File: src/rtl/fft_bfly_addr_gen.sv
`default_nettype none
// ============================================================================
//  Module   : fft_bfly_addr_gen
//  Purpose  : Stage/butterfly sequencer for an in-place radix-2 DIT FFT.
//             Issues one butterfly per cycle, with read addresses for both
//             legs and a twiddle index. Returns the matching write addresses
//             after BF_LAT cycles. Holds each stage until its writes drain.
//  Revision : 1.0  initial release
// ============================================================================
module fft_bfly_addr_gen #(
  parameter int LOG2N  = 5,
  parameter int BF_LAT = 3
) (
  input  logic             clk,
  input  logic             reset,
  input  logic             start,
  output logic             busy,
  output logic             done,
  output logic [2:0]       stage,
  output logic             rd_valid,
  output logic [LOG2N-1:0] addr_a,
  output logic [LOG2N-1:0] addr_b,
  output logic [LOG2N-2:0] tw_idx,
  output logic             wr_valid,
  output logic [LOG2N-1:0] wr_addr_a,
  output logic [LOG2N-1:0] wr_addr_b
);

  localparam int c_dw = (BF_LAT > 1) ? $clog2(BF_LAT) : 1;
  localparam int c_pw = 2 * LOG2N + 1;

  localparam logic [1:0] c_st_idle  = 2'd0;
  localparam logic [1:0] c_st_issue = 2'd1;
  localparam logic [1:0] c_st_drain = 2'd2;

  localparam logic [LOG2N-2:0] c_b_last     = '1;
  localparam logic [LOG2N-2:0] c_b_one      = (LOG2N-1)'(1);
  localparam logic [2:0]       c_stage_last = 3'(LOG2N - 1);
  localparam logic [2:0]       c_tw_top     = 3'(LOG2N - 1);
  localparam logic [c_dw-1:0]  c_d_last     = c_dw'(BF_LAT - 1);
  localparam logic [c_dw-1:0]  c_d_one      = c_dw'(1);
  localparam logic [LOG2N-1:0] c_one        = LOG2N'(1);

  logic [1:0]       r_state;
  logic [LOG2N-2:0] r_b;
  logic [2:0]       r_stage;
  logic [c_dw-1:0]  r_dcnt;

  logic [1:0]       w_state_nx;
  logic [LOG2N-2:0] w_b_nx;
  logic [2:0]       w_stage_nx;
  logic [c_dw-1:0]  w_dcnt_nx;
  logic             w_done_nx;
  logic             w_issue_nx;

  logic [LOG2N-1:0] w_b_ext;
  logic [LOG2N-1:0] w_span;
  logic [LOG2N-1:0] w_pos;
  logic [LOG2N-1:0] w_grp;
  logic [LOG2N-1:0] w_addr_a;
  logic [LOG2N-1:0] w_addr_b;
  logic [LOG2N-2:0] w_tw;

  // Write-back delay line: {valid, addr_a, addr_b}, one entry per cycle of latency.
  logic [c_pw-1:0]  r_pipe [BF_LAT];

  // Next-state logic for the IDLE -> ISSUE -> DRAIN -> (ISSUE | IDLE) sequence.
  always_comb begin
    w_state_nx = r_state;
    w_b_nx     = r_b;
    w_stage_nx = r_stage;
    w_dcnt_nx  = r_dcnt;
    w_done_nx  = 1'b0;
    case (r_state)
      c_st_idle: begin
        if (start) begin
          w_state_nx = c_st_issue;
          w_b_nx     = '0;
          w_stage_nx = '0;
        end
      end
      c_st_issue: begin
        if (r_b == c_b_last) begin
          w_state_nx = c_st_drain;
          w_dcnt_nx  = '0;
        end else begin
          w_b_nx = r_b + c_b_one;
        end
      end
      c_st_drain: begin
        if (r_dcnt == c_d_last) begin
          if (r_stage != c_stage_last) begin
            w_state_nx = c_st_issue;
            w_stage_nx = r_stage + 3'd1;
            w_b_nx     = '0;
          end else begin
            w_state_nx = c_st_idle;
            w_stage_nx = '0;
            w_done_nx  = 1'b1;
          end
        end else begin
          w_dcnt_nx = r_dcnt + c_d_one;
        end
      end
      default: begin
        w_state_nx = c_st_idle;
        w_stage_nx = '0;
      end
    endcase
  end

  // Butterfly address/twiddle arithmetic on the next-cycle stage and index,
  // so the registered outputs line up with rd_valid.
  always_comb begin
    w_issue_nx = (w_state_nx == c_st_issue);
    w_b_ext    = {1'b0, w_b_nx};
    w_span     = c_one << w_stage_nx;
    w_pos      = w_b_ext & (w_span - c_one);
    w_grp      = w_b_ext >> w_stage_nx;
    w_addr_a   = (w_grp << (w_stage_nx + 3'd1)) | w_pos;
    w_addr_b   = w_addr_a + w_span;
    // pos < span <= N/2, so it always fits in the twiddle index width.
    w_tw       = w_pos[LOG2N-2:0] << (c_tw_top - w_stage_nx);
  end

  // Sequencer state and registered read-side outputs.
  always_ff @(posedge clk) begin
    if (reset) begin
      r_state  <= c_st_idle;
      r_b      <= '0;
      r_stage  <= '0;
      r_dcnt   <= '0;
      busy     <= 1'b0;
      done     <= 1'b0;
      rd_valid <= 1'b0;
      addr_a   <= '0;
      addr_b   <= '0;
      tw_idx   <= '0;
    end else begin
      r_state  <= w_state_nx;
      r_b      <= w_b_nx;
      r_stage  <= w_stage_nx;
      r_dcnt   <= w_dcnt_nx;
      busy     <= (w_state_nx != c_st_idle);
      done     <= w_done_nx;
      rd_valid <= w_issue_nx;
      addr_a   <= w_issue_nx ? w_addr_a : '0;
      addr_b   <= w_issue_nx ? w_addr_b : '0;
      tw_idx   <= w_issue_nx ? w_tw     : '0;
    end
  end

  // Shift the issued read pair down the latency line; reset drops anything in flight.
  always_ff @(posedge clk) begin
    if (reset) begin
      for (int i = 0; i < BF_LAT; i++) begin
        r_pipe[i] <= '0;
      end
    end else begin
      r_pipe[0] <= {rd_valid, addr_a, addr_b};
      for (int i = 1; i < BF_LAT; i++) begin
        r_pipe[i] <= r_pipe[i-1];
      end
    end
  end

  assign stage = r_stage;
  assign {wr_valid, wr_addr_a, wr_addr_b} = r_pipe[BF_LAT-1];

endmodule
`default_nettype wire
File: config.mk
export PLATFORM = sky130hd
export DESIGN_NAME = fft_bfly_addr_gen
export DESIGN_NICKNAME = d
export VERILOG_FILES = /design/src/rtl/fft_bfly_addr_gen.sv
export SDC_FILE = /design/constraint.sdc
export NUM_CORES = 1
export LEC_CHECK = 0
export BUFFER_PORTS_ARGS = -buffer_cell sky130_fd_sc_hd__buf_4
export CORE_ASPECT_RATIO = 0.8
export CORE_MARGIN = 1.5
export CORE_UTILIZATION = 51
export CTS_CLUSTER_DIAMETER = 150
export DETAILED_ROUTE_END_ITERATION = 6
export PLACE_DENSITY = 0.76
export SLEW_MARGIN = 5
export SYNTH_ARGS = -nofsm -noshare
export SYNTH_HDL_FRONTEND = slang
export SYNTH_SLANG_ARGS = --single-unit
export TNS_END_PERCENT = 20
File: constraint.sdc
create_clock -name clk -period 5.8 [get_ports clk]
set_clock_uncertainty 0.15 [all_clocks]
set_input_delay 1.16 -clock clk [delete_from_list [all_inputs] [get_ports clk]]
set_output_delay 1.16 -clock clk [all_outputs]
set_load 0.02 [all_outputs]
## Yosys cells after proc, flatten, opt, wreduce, memory -nomap -nowiden

Memories as Yosys holds them, arrays and structs flattened.
Cells that the tools add are included.

- Logic and storage cells: 68
- Flip-flop bits (word level): 28
- Memory bits (read-only): 0
- Latch bits: 0
- RAM bits: 33
- Memories kept: 1

Memory list:

| name | depth | width | rd ports | clocked after Yosys merged registers in | wr ports | RTL line | text |
|---|---|---|---|---|---|---|---|
| r_pipe | 3 | 11 | 3 | 0 | 3 | 65 | `logic [c_pw-1:0] r_pipe [BF_LAT];` |

- Equality and inequality tests: 8
- Reduce and logical (&&, ||, !) cells: 6
- Divide/modulo/power cells: 0
- Add/subtract/negate cells: 7
- Muxes and demuxes: 24
- Bitwise gates (word level): 8
- $mul: 0
- Shift operators: 4
- Order comparisons: 0

Operators by type and width:

| kind | count |
|---|---|
| $mux W11 | 3 |
| $mux W4 | 4 |
| $pmux W4 S3 | 1 |
| $mux W2 | 5 |
| $mux W3 | 3 |
| $pmux W3 S3 | 1 |
| $add A3 B1 Y3 const B | 2 |
| $pmux W2 S3 | 1 |
| $add A5 B5 Y5 | 1 |
| $and A4 B5 Y5 | 1 |
| $mux W1 | 5 |
| $or A5 B5 Y5 | 1 |
| $shl A1 B3 Y5 const A | 1 |
| $shl A5 B3 Y5 | 1 |
| $shr A4 B3 Y5 | 1 |
| $sub A5 B1 Y5 const B | 1 |
| $add A4 B1 Y4 const B | 1 |
| $eq A2 B1 Y1 const B | 2 |
| $eq A2 B2 Y1 const B | 2 |
| $eq A4 B4 Y1 const B | 1 |
| $ne A2 B2 Y1 const B | 2 |
| $pmux W2 S2 | 1 |
| $reduce_bool A2 Y1 | 2 |
| $shl A4 B3 Y4 | 1 |
| other kinds (9) | 13 |

## Longest topological paths before layout

Gate-level depths: netlist of the first run.

- Depth in word-level cells: 9
- Gate-level depth with buffers: 21
- Mapped depth without buffers: 20

## Least setup slack after synthesis of the first run

OpenSTA, ideal clock, no wires.

- Path type: input to register
- Start: in start
- End: reg addr_b[4]
- Setup time: 0.117 ns
- Stages on the path: 17
- Data required time: 5.533 ns
- Slack: 1.381 ns
- Path buffers: 0
- Data arrival time: 4.152 ns
- Cell sequence: nand2b_1 a2bb2oi_2 nand2_2 inv_2 ha_1 ha_1 inv_1 a31oi_1 a311oi_4 o21bai_1 fa_1 a21o_1 a21oi_1 xor2_1 and3_1 a41oi_1 nand2_1

- Cells in the longest elaborated chain, start to end: 7
- Elaborated cells between the ends (all ways): 17
- Those cells by class: 3 x add/sub; 1 x eq/ne; 3 x shift; 6 x mux; 3 x bitwise; 1 x reduce/logical

RTL lines:

| what | RTL line | text |
|---|---|---|
| from (decl) | 16 | `input logic start,` |
| $mux W3 * | 76 | `if (start) begin` |
| $pmux W3 S3 * | 74 | `case (r_state)` |
| named net w_stage_nx[0] | 51 | `logic [2:0] w_stage_nx;` |
| $shl A1 B3 Y5 | 117 | `w_span = c_one << w_stage_nx;` |
| $sub A5 B1 Y5 | 118 | `w_pos = w_b_ext & (w_span - c_one);` |
| $and A4 B5 Y5 | 118 |  |
| $or A5 B5 Y5 * | 120 | `w_addr_a = (w_grp << (w_stage_nx + 3'd1)) \| w_pos;` |
| named net w_addr_a[1] | 60 | `logic [LOG2N-1:0] w_addr_a;` |
| $add A5 B5 Y5 * | 121 | `w_addr_b = w_addr_a + w_span;` |
| to (signal assigned) | 148 | `addr_b <= w_issue_nx ? w_addr_b : '0;` |
| to (decl) | 22 | `output logic [LOG2N-1:0] addr_b,` |

Mark *: on every way through the listed nets, which the timed path passes. The rest lies on a longest branch.
A chain may end at the register's enable or synchronous reset.

## Worst setup path after layout of the first run

Ends and elaborated chain as after synthesis.

==> flow_metrics.tcl, run 1 <==
set metrics [dict create \
    clkSinkCount 61 \
    cp-end-kind "flop" \
    overflow 0 \
    n_antenna_cell 0 \
    wl_um 5350 \
    rrSetupSlack_ns 1.18 \
    slew_headroom_pct 64.7 \
    dieArea_mm2 0.00586 \
    final-hold-violation-count 0 \
    cts_buffers 9 \
    syn-num-nets 301 \
    setup_violations 0 \
    hold_class "flop to flop" \
    synth_area_mm2 0.00276 \
    powerDensity_mw_per_mm2 282 \
    io_pins 34 \
    num_vias 2012 \
    seq_area_frac_synth_pct 44.3 \
    fin_crit_sh_pct 80.7 \
    synth-seq-cells 61 \
    synthDistinctLibCells 61 \
    yosysTopAreaCell "dfxtp_1" \
    synth_area_per_cell_um2 9.78 \
    status "finished, violations left" \
    p_leak_nw 1.36 \
    drive_gt1_share_pct 21.9 \
    start_util_pct 53.9 \
    antenna_found_initial 0 \
    yosysMostFrequentCell "dfxtp_1" \
    ctsRootBufferMaster "clkbuf_8" \
    clk_latency_ns 0.33 \
    startpoint_type "primary input" \
    final_antenna_net_count 0 \
    grt_pass1_wl_um 8930 \
    ir_worst_vdd_uv 161 \
    routedWlPerCell_um 14.4 \
    numPortBuffers 33 \
    synth_top_flop_cell "dfxtp_1" \
    dr.pass1.iters 6 \
    power_mw 0.891 \
    vias_per_cell 5.41 \
    max_freq_ghz 0.214 \
    grt_pass1_vias 1846 \
    yosys-top-cells-count "61 x dfxtp_1, 37 x nor2b_1, 19 x nor2_1, 15 x ha_1, 11 x nand3_1" \
    std_cell_rows 23 \
    fillers 435 \
    violations "DRC" \
    core_mm2 0.00512 \
    cap_violations 0 \
    crit_type "primary input to flop" \
    maxSlewViolCount 0 \
    syn_inst 282 \
    synth_edf_count 0 \
    rr_endpoint "addr_b[4]$_SDFF_PP0_" \
    ff2ff_path_depth 19 \
    die_y_um 68.8 \
    dr.first_iter.drc_count 109 \
    hpwl_um 3850 \
    tightest_slew_ns 0.524 \
    synthArstFlopShare_pct 0 \
    ctsHtreeMaxLevel 3 \
    reg2reg_from "r_dcnt[0]$_SDFFE_PP0P_" \
    grt_usage_pct 20.3 \
    cts_setup_buffers 0 \
    gp_congestion 0.845 \
    cp.required_ns 5.93 \
    drcViolationCount 3 \
    seq_area_mm2 0.00122 \
    multiInputGateArea_mm2 0.00136 \
    synth.area.top_cells "dfxtp_1 44%, nor2b_1 8.4%, ha_1 6.8%" \
    cts_tree "yes" \
    nNetsFinal 324 \
    cts_resized 0 \
    cp_data_arrival_time_ns 4.81 \
    rsz0062_at_grt "no" \
    die_w_um 85.2 \
    grt_max_degree 46 \
    crit_fanout 9 \
    hp-start "r_pipe[0][13]$_SDFF_PP0_" \
    path_clk_slew_ns 0.07 \
    areaGrowthSynthToFinish_pct 14.7 \
    holdPathEnd "r_pipe[0][24]$_SDFF_PP0_" \
    hold_depth 1 \
    setup-tns-final_ns 0 \
    ctsHoldBuffers 0 \
    clockBufferDepth 2 \
    yosys_warnings 0 \
    synth_top_area_share_pct 44.3 \
    period_minus_slack_ns 4.68 \
]
stage by stage:
stage               setup slack, ns  hold WS [ns]  util [%]  std cells  area, um2
global route                  0.783         0.305      61.8        372       3160
global placement              0.978         0.265      57.4        356       2940
CTS                            1.20         0.284      61.8        372       3160
detailed placement            0.845         0.272      57.4        356       2940
finish                         1.12         0.280      61.8        372       3160
floorplan                      1.38         0.264         -        282       2760
sequential cells by signal, summed over array words and instances, names as in the netlist, 2 cells and up:
register  cells
addr_a        5
tw_idx        4
r_pipe       33
r_state       2
stage         3
r_b           4
r_dcnt        2
addr_b        5
worst max-delay path, cell delays in order:
cell       delay [ns]
buf_4            0.09
nand2b_1         0.09
a2bb2oi_2        0.25
nand2_2          0.19
inv_2            0.18
ha_1             0.21
ha_1             0.33
inv_1            0.16
a31oi_1          0.28
a311oi_4         0.09
o21bai_1         0.24
fa_1             0.48
a21o_1           0.19
a21oi_1          0.17
xor2_1           0.27
and3_1           0.21
a41oi_1          0.12
nand2_1          0.10
logic make-up after synthesis:
group,count (synthesis),synth area share [%]
simple gates,110,22.9
flops,61,44.3
compound gates,57,16.7
buf+inv,32,6.62
fa+ha+maj,16,7.53
xor+xnor,4,1.27
mux,2,0.726
per-layer routing:
metal	vias up	track usage, %	part of all wire, %
li1	1031	-	-
met1	923	26.6	51
met2	52	31.4	43
met3	6	6.55	5.0
met4	0	7.99	1.2
met5	-	0	0
cell usage in the layout (no fill, tap or decap), types with 4 or more instances in the layout:
master	count
a211oi_1	4
a21o_1	4
a21oi_1	9
and2_1	4
and3_1	5
buf_4	33
clkbuf_8	9
dfxtp_1	61
ha_1	15
inv_1	9
nand2_1	9
nand3_1	11
nor2_1	19
nor2b_1	37
nor3_1	7
o21ai_0	4
layout make-up:
| class | instances | area share (%) |
|---|---|---|
| clock buffers | 9 | 3.91 |
| inverters | 11 | 1.30 |
| well taps | 62 | 2.45 |
| multi-input cells | 189 | 42.8 |
| clock inverters | 7 | 3.08 |
| repair buffers | 33 | 7.83 |
| flip-flops and latches | 61 | 38.6 |
report_power, final:
part / switching (mW) / internal [mW] / leakage (nW)
Clock: 0.173 / 0.243 / 0.106
Combinational: 0.0272 / 0.0170 / 0.756
Sequential: 0.00469 / 0.426 / 0.494
Total: 0.205 / 0.686 / 1.36
how the worst max path moves through the flow:
stage,start,end,slack [ns],cells past startpoint
finish,start,addr_b[4]$_SDFF_PP0_,1.12,18
global placement,start,addr_b[4]$_SDFF_PP0_,0.98,16
floorplan,start,addr_b[4]$_SDFF_PP0_,1.38,17
detailed placement,start,addr_b[4]$_SDFF_PP0_,0.85,18
global route,r_dcnt[0]$_SDFFE_PP0P_,addr_b[4]$_SDFF_PP0_,0.78,19
CTS,start,addr_b[4]$_SDFF_PP0_,1.20,18
Note: power is estimated with default switching activity, not from simulation.
==> run 2, diff against run 1 <==
--- a/config.mk
+++ b/config.mk
@@ -5,6 +5,7 @@
 export SDC_FILE = /design/constraint.sdc
 export NUM_CORES = 1
 export LEC_CHECK = 0
+export ABC_AREA = 1
 export BUFFER_PORTS_ARGS = -buffer_cell sky130_fd_sc_hd__buf_4
 export CORE_ASPECT_RATIO = 0.8
 export CORE_MARGIN = 1.5
==> constraint.sdc (replaced) <==
create_clock -name clk -period 4.55 [get_ports clk]
set_clock_uncertainty 0.15 [all_clocks]
set_input_delay 0.91 -clock clk [delete_from_list [all_inputs] [get_ports clk]]
set_output_delay 0.91 -clock clk [all_outputs]
set_load 0.02 [all_outputs]
==> flow_metrics.tcl, run 2 <==
set metrics [dict create \
    hpwl_um 3750 \
    setup_slack_ns 0.854 \
    largest_register "r_pipe" \
    clockBufferDepth 2 \
    start_util_pct 54.7 \
    std_cell_rows 23 \
    p_leak_nw 1.50 \
    placed_area_mm2 0.00304 \
    vias_per_cell 4.74 \
    setup_violations 0 \
    gp_congestion 0.843 \
    final_antenna_net_count 0 \
    grt_pass1_wl_um 8850 \
    clkSinkCount 61 \
    ctsRootBufferMaster "clkbuf_8" \
    cp-end-kind "flop" \
    numPortBuffers 33 \
    n_antenna_cell 0 \
    cp.required_ns 4.63 \
    critical_path_depth 22 \
    crit_type "flop to flop" \
    drive_gt1_share_pct 23.2 \
    path_clk_slew_ns 0.07 \
    crit_top_cell "nand2_1" \
    cts_setup_buffers 0 \
    crit_path_max_incr_delay_ns 0.46 \
    cts_tree "yes" \
    seq_area_frac_synth_pct 43.3 \
    hold_depth 2 \
    ctsHtreeMaxLevel 3 \
    tightest_slew_ns 0.422 \
    ctsHoldBuffers 0 \
    die_y_um 69.5 \
    wl_um 5150 \
    grt_max_degree 44 \
    slew_headroom_pct 71.9 \
    crit_buf_inv 3 \
    hold_class "flop to flop" \
    yosys_warnings 0 \
    syn_inst 359 \
    status "complete, no violations" \
    path_delay_family "adder cells" \
    synth_area_mm2 0.00282 \
    cp_data_arrival_time_ns 3.78 \
    yosys-top-cells-count "62 x inv_1, 61 x dfxtp_1, 61 x nor2_1, 48 x nand2_1, 19 x nand3_1" \
    dp_slack_ns 0.659 \
    synth.area.top_cells "dfxtp_1 43%, inv_1 8.3%, nor2_1 8.1%" \
    crit_slowest_cell "dfxtp_1" \
    fin_crit_sh_pct 81.2 \
    areaGrowthSynthToFinish_pct 15.1 \
    crit_fanout 8 \
    ff2ff_path_depth 22 \
    final_cell_area_mm2 0.00324 \
    num_vias 2151 \
    drcViolationCount 0 \
    synth_edf_count 0 \
    dieArea_mm2 0.00598 \
    ir_worst_vdd_uv 169 \
    synthArstFlopShare_pct 0 \
    final_common_cell "inv_1" \
    core_mm2 0.00515 \
    yosysTopAreaCell "dfxtp_1" \
    antenna_found_initial 0 \
    powerDensity_mw_per_mm2 333 \
    synth-seq-cells 61 \
    cap_violations 0 \
    syn-num-nets 378 \
    cts_resized 0 \
    synthDistinctLibCells 35 \
    final_cell_mix "62 x inv_1, 61 x nor2_1, 61 x dfxtp_1" \
    io_pins 34 \
    yosysMostFrequentCell "inv_1" \
    setup-tns-final_ns 0 \
    fin_hold_ws_ns 0.246 \
    clk_latency_ns 0.34 \
    startpoint_type "flop" \
    dr.first_iter.drc_count 97 \
    cp_cell_sequence "inv_1 -> ha_1 -> nand2_1 -> nand2_1 -> nand2_1 -> nand3_1 -> nand3_1 -> ha_1 -> ha_1 -> inv_1 -> nor2_1 -> nor2_1 -> inv_1 -> ha_1 -> fa_1 -> nand2_1 -> nand2_1 -> a21oi_1 -> xor2_1 -> nand2_1 -> nand2_1 -> nor2_1" \
    nNetsFinal 406 \
    top_regs "r_pipe: 33 flops, addr_a: 5 flops, addr_b: 5 flops" \
    maxSlewViolCount 0 \
    dr.pass1.iters 4 \
    cts_buffers 9 \
    max_freq_ghz 0.271 \
    synth_top_flop_cell "dfxtp_1" \
    synth_area_per_cell_um2 7.85 \
    period_minus_slack_ns 3.70 \
    final-hold-violation-count 0 \
    synth_top_area_share_pct 43.3 \
    grt_pass1_vias 1975 \
    routedWlPerCell_um 11.3 \
    overflow 0 \
    rsz0062_at_grt "no" \
    grt_usage_pct 19.3 \
    largest_register_ffs 33 \
    die_w_um 86.1 \
]
## run 2: area by class of cell
cell class	count	area (um2)
Clock buffer	9	124
Clock inverter	7	73.8
Fill cell	433	1910
Inverter	68	255
Multi-Input combinational cell	212	1230
Sequential cell	61	1220
Tap cell	62	77.6
Timing Repair Buffer	35	263
## run 2: cell families (layout without fill, tap and decap cells)
family          Yosys count  count (layout)  share of synthesized area, %
xor+xnor                  2               2                         0.622
fa+ha+maj                16              16                          7.37
compound gates           33              33                          8.22
simple gates            161             161                          27.4
flops                    61              61                          43.3
buf+inv                  86             119                          13.1
## run 2: worst register-to-register path, stage by stage (launching register included)
cell     delay, ns
dfxtp_1       0.46
inv_1         0.11
ha_1          0.23
nand2_1       0.12
nand2_1       0.06
nand2_1       0.05
nand3_1       0.09
nand3_1       0.29
ha_1          0.22
ha_1          0.23
inv_1         0.10
nor2_1        0.06
nor2_1        0.12
inv_1         0.06
ha_1          0.20
fa_1          0.40
nand2_1       0.09
nand2_1       0.05
a21oi_1       0.14
xor2_1        0.19
nand2_1       0.07
nand2_1       0.05
nor2_1        0.04
## run 2: path summary, 6_finish.rpt
check | slack, ns | end | start
setup / recovery | 0.85 | addr_b[4]$_SDFF_PP0_ | stage[0]$_SDFF_PP0_
hold / removal | 0.25 | r_pipe[0][21]$_SDFF_PP0_ | r_pipe[0][10]$_SDFF_PP0_
setup reg to reg | 0.85 | addr_b[4]$_SDFF_PP0_ | stage[0]$_SDFF_PP0_
hold reg to reg | 0.25 | r_pipe[0][21]$_SDFF_PP0_ | r_pipe[0][10]$_SDFF_PP0_
## run 2: routing by layer
layer / part of all wire (%) / vias up / wire, um / track usage [%]
met1: 51 / 939 / 2600 / 25.1
met2: 42 / 53 / 2180 / 29.5
met3: 5.6 / 10 / 289 / 7.50
li1: - / 1149 / - / -
met5: 0 / - / 0 / 0
met4: 1.5 / 0 / 78 / 5.91
## run 2: where the power goes
part	switching, mW	internal [mW]	total, mW
Sequential	0.00523	0.543	0.548
Combinational	0.0384	0.0180	0.0564
Clock	0.220	0.254	0.475
## run 2: stage by stage
stage               std cells  utilization [%]  power (mW)
floorplan                 359                -       0.601
global placement          438             59.1       0.615
detailed placement        438             59.1       0.617
CTS                       454             62.9        1.09
global route              454             62.9        1.12
finish                    454             62.9        1.08
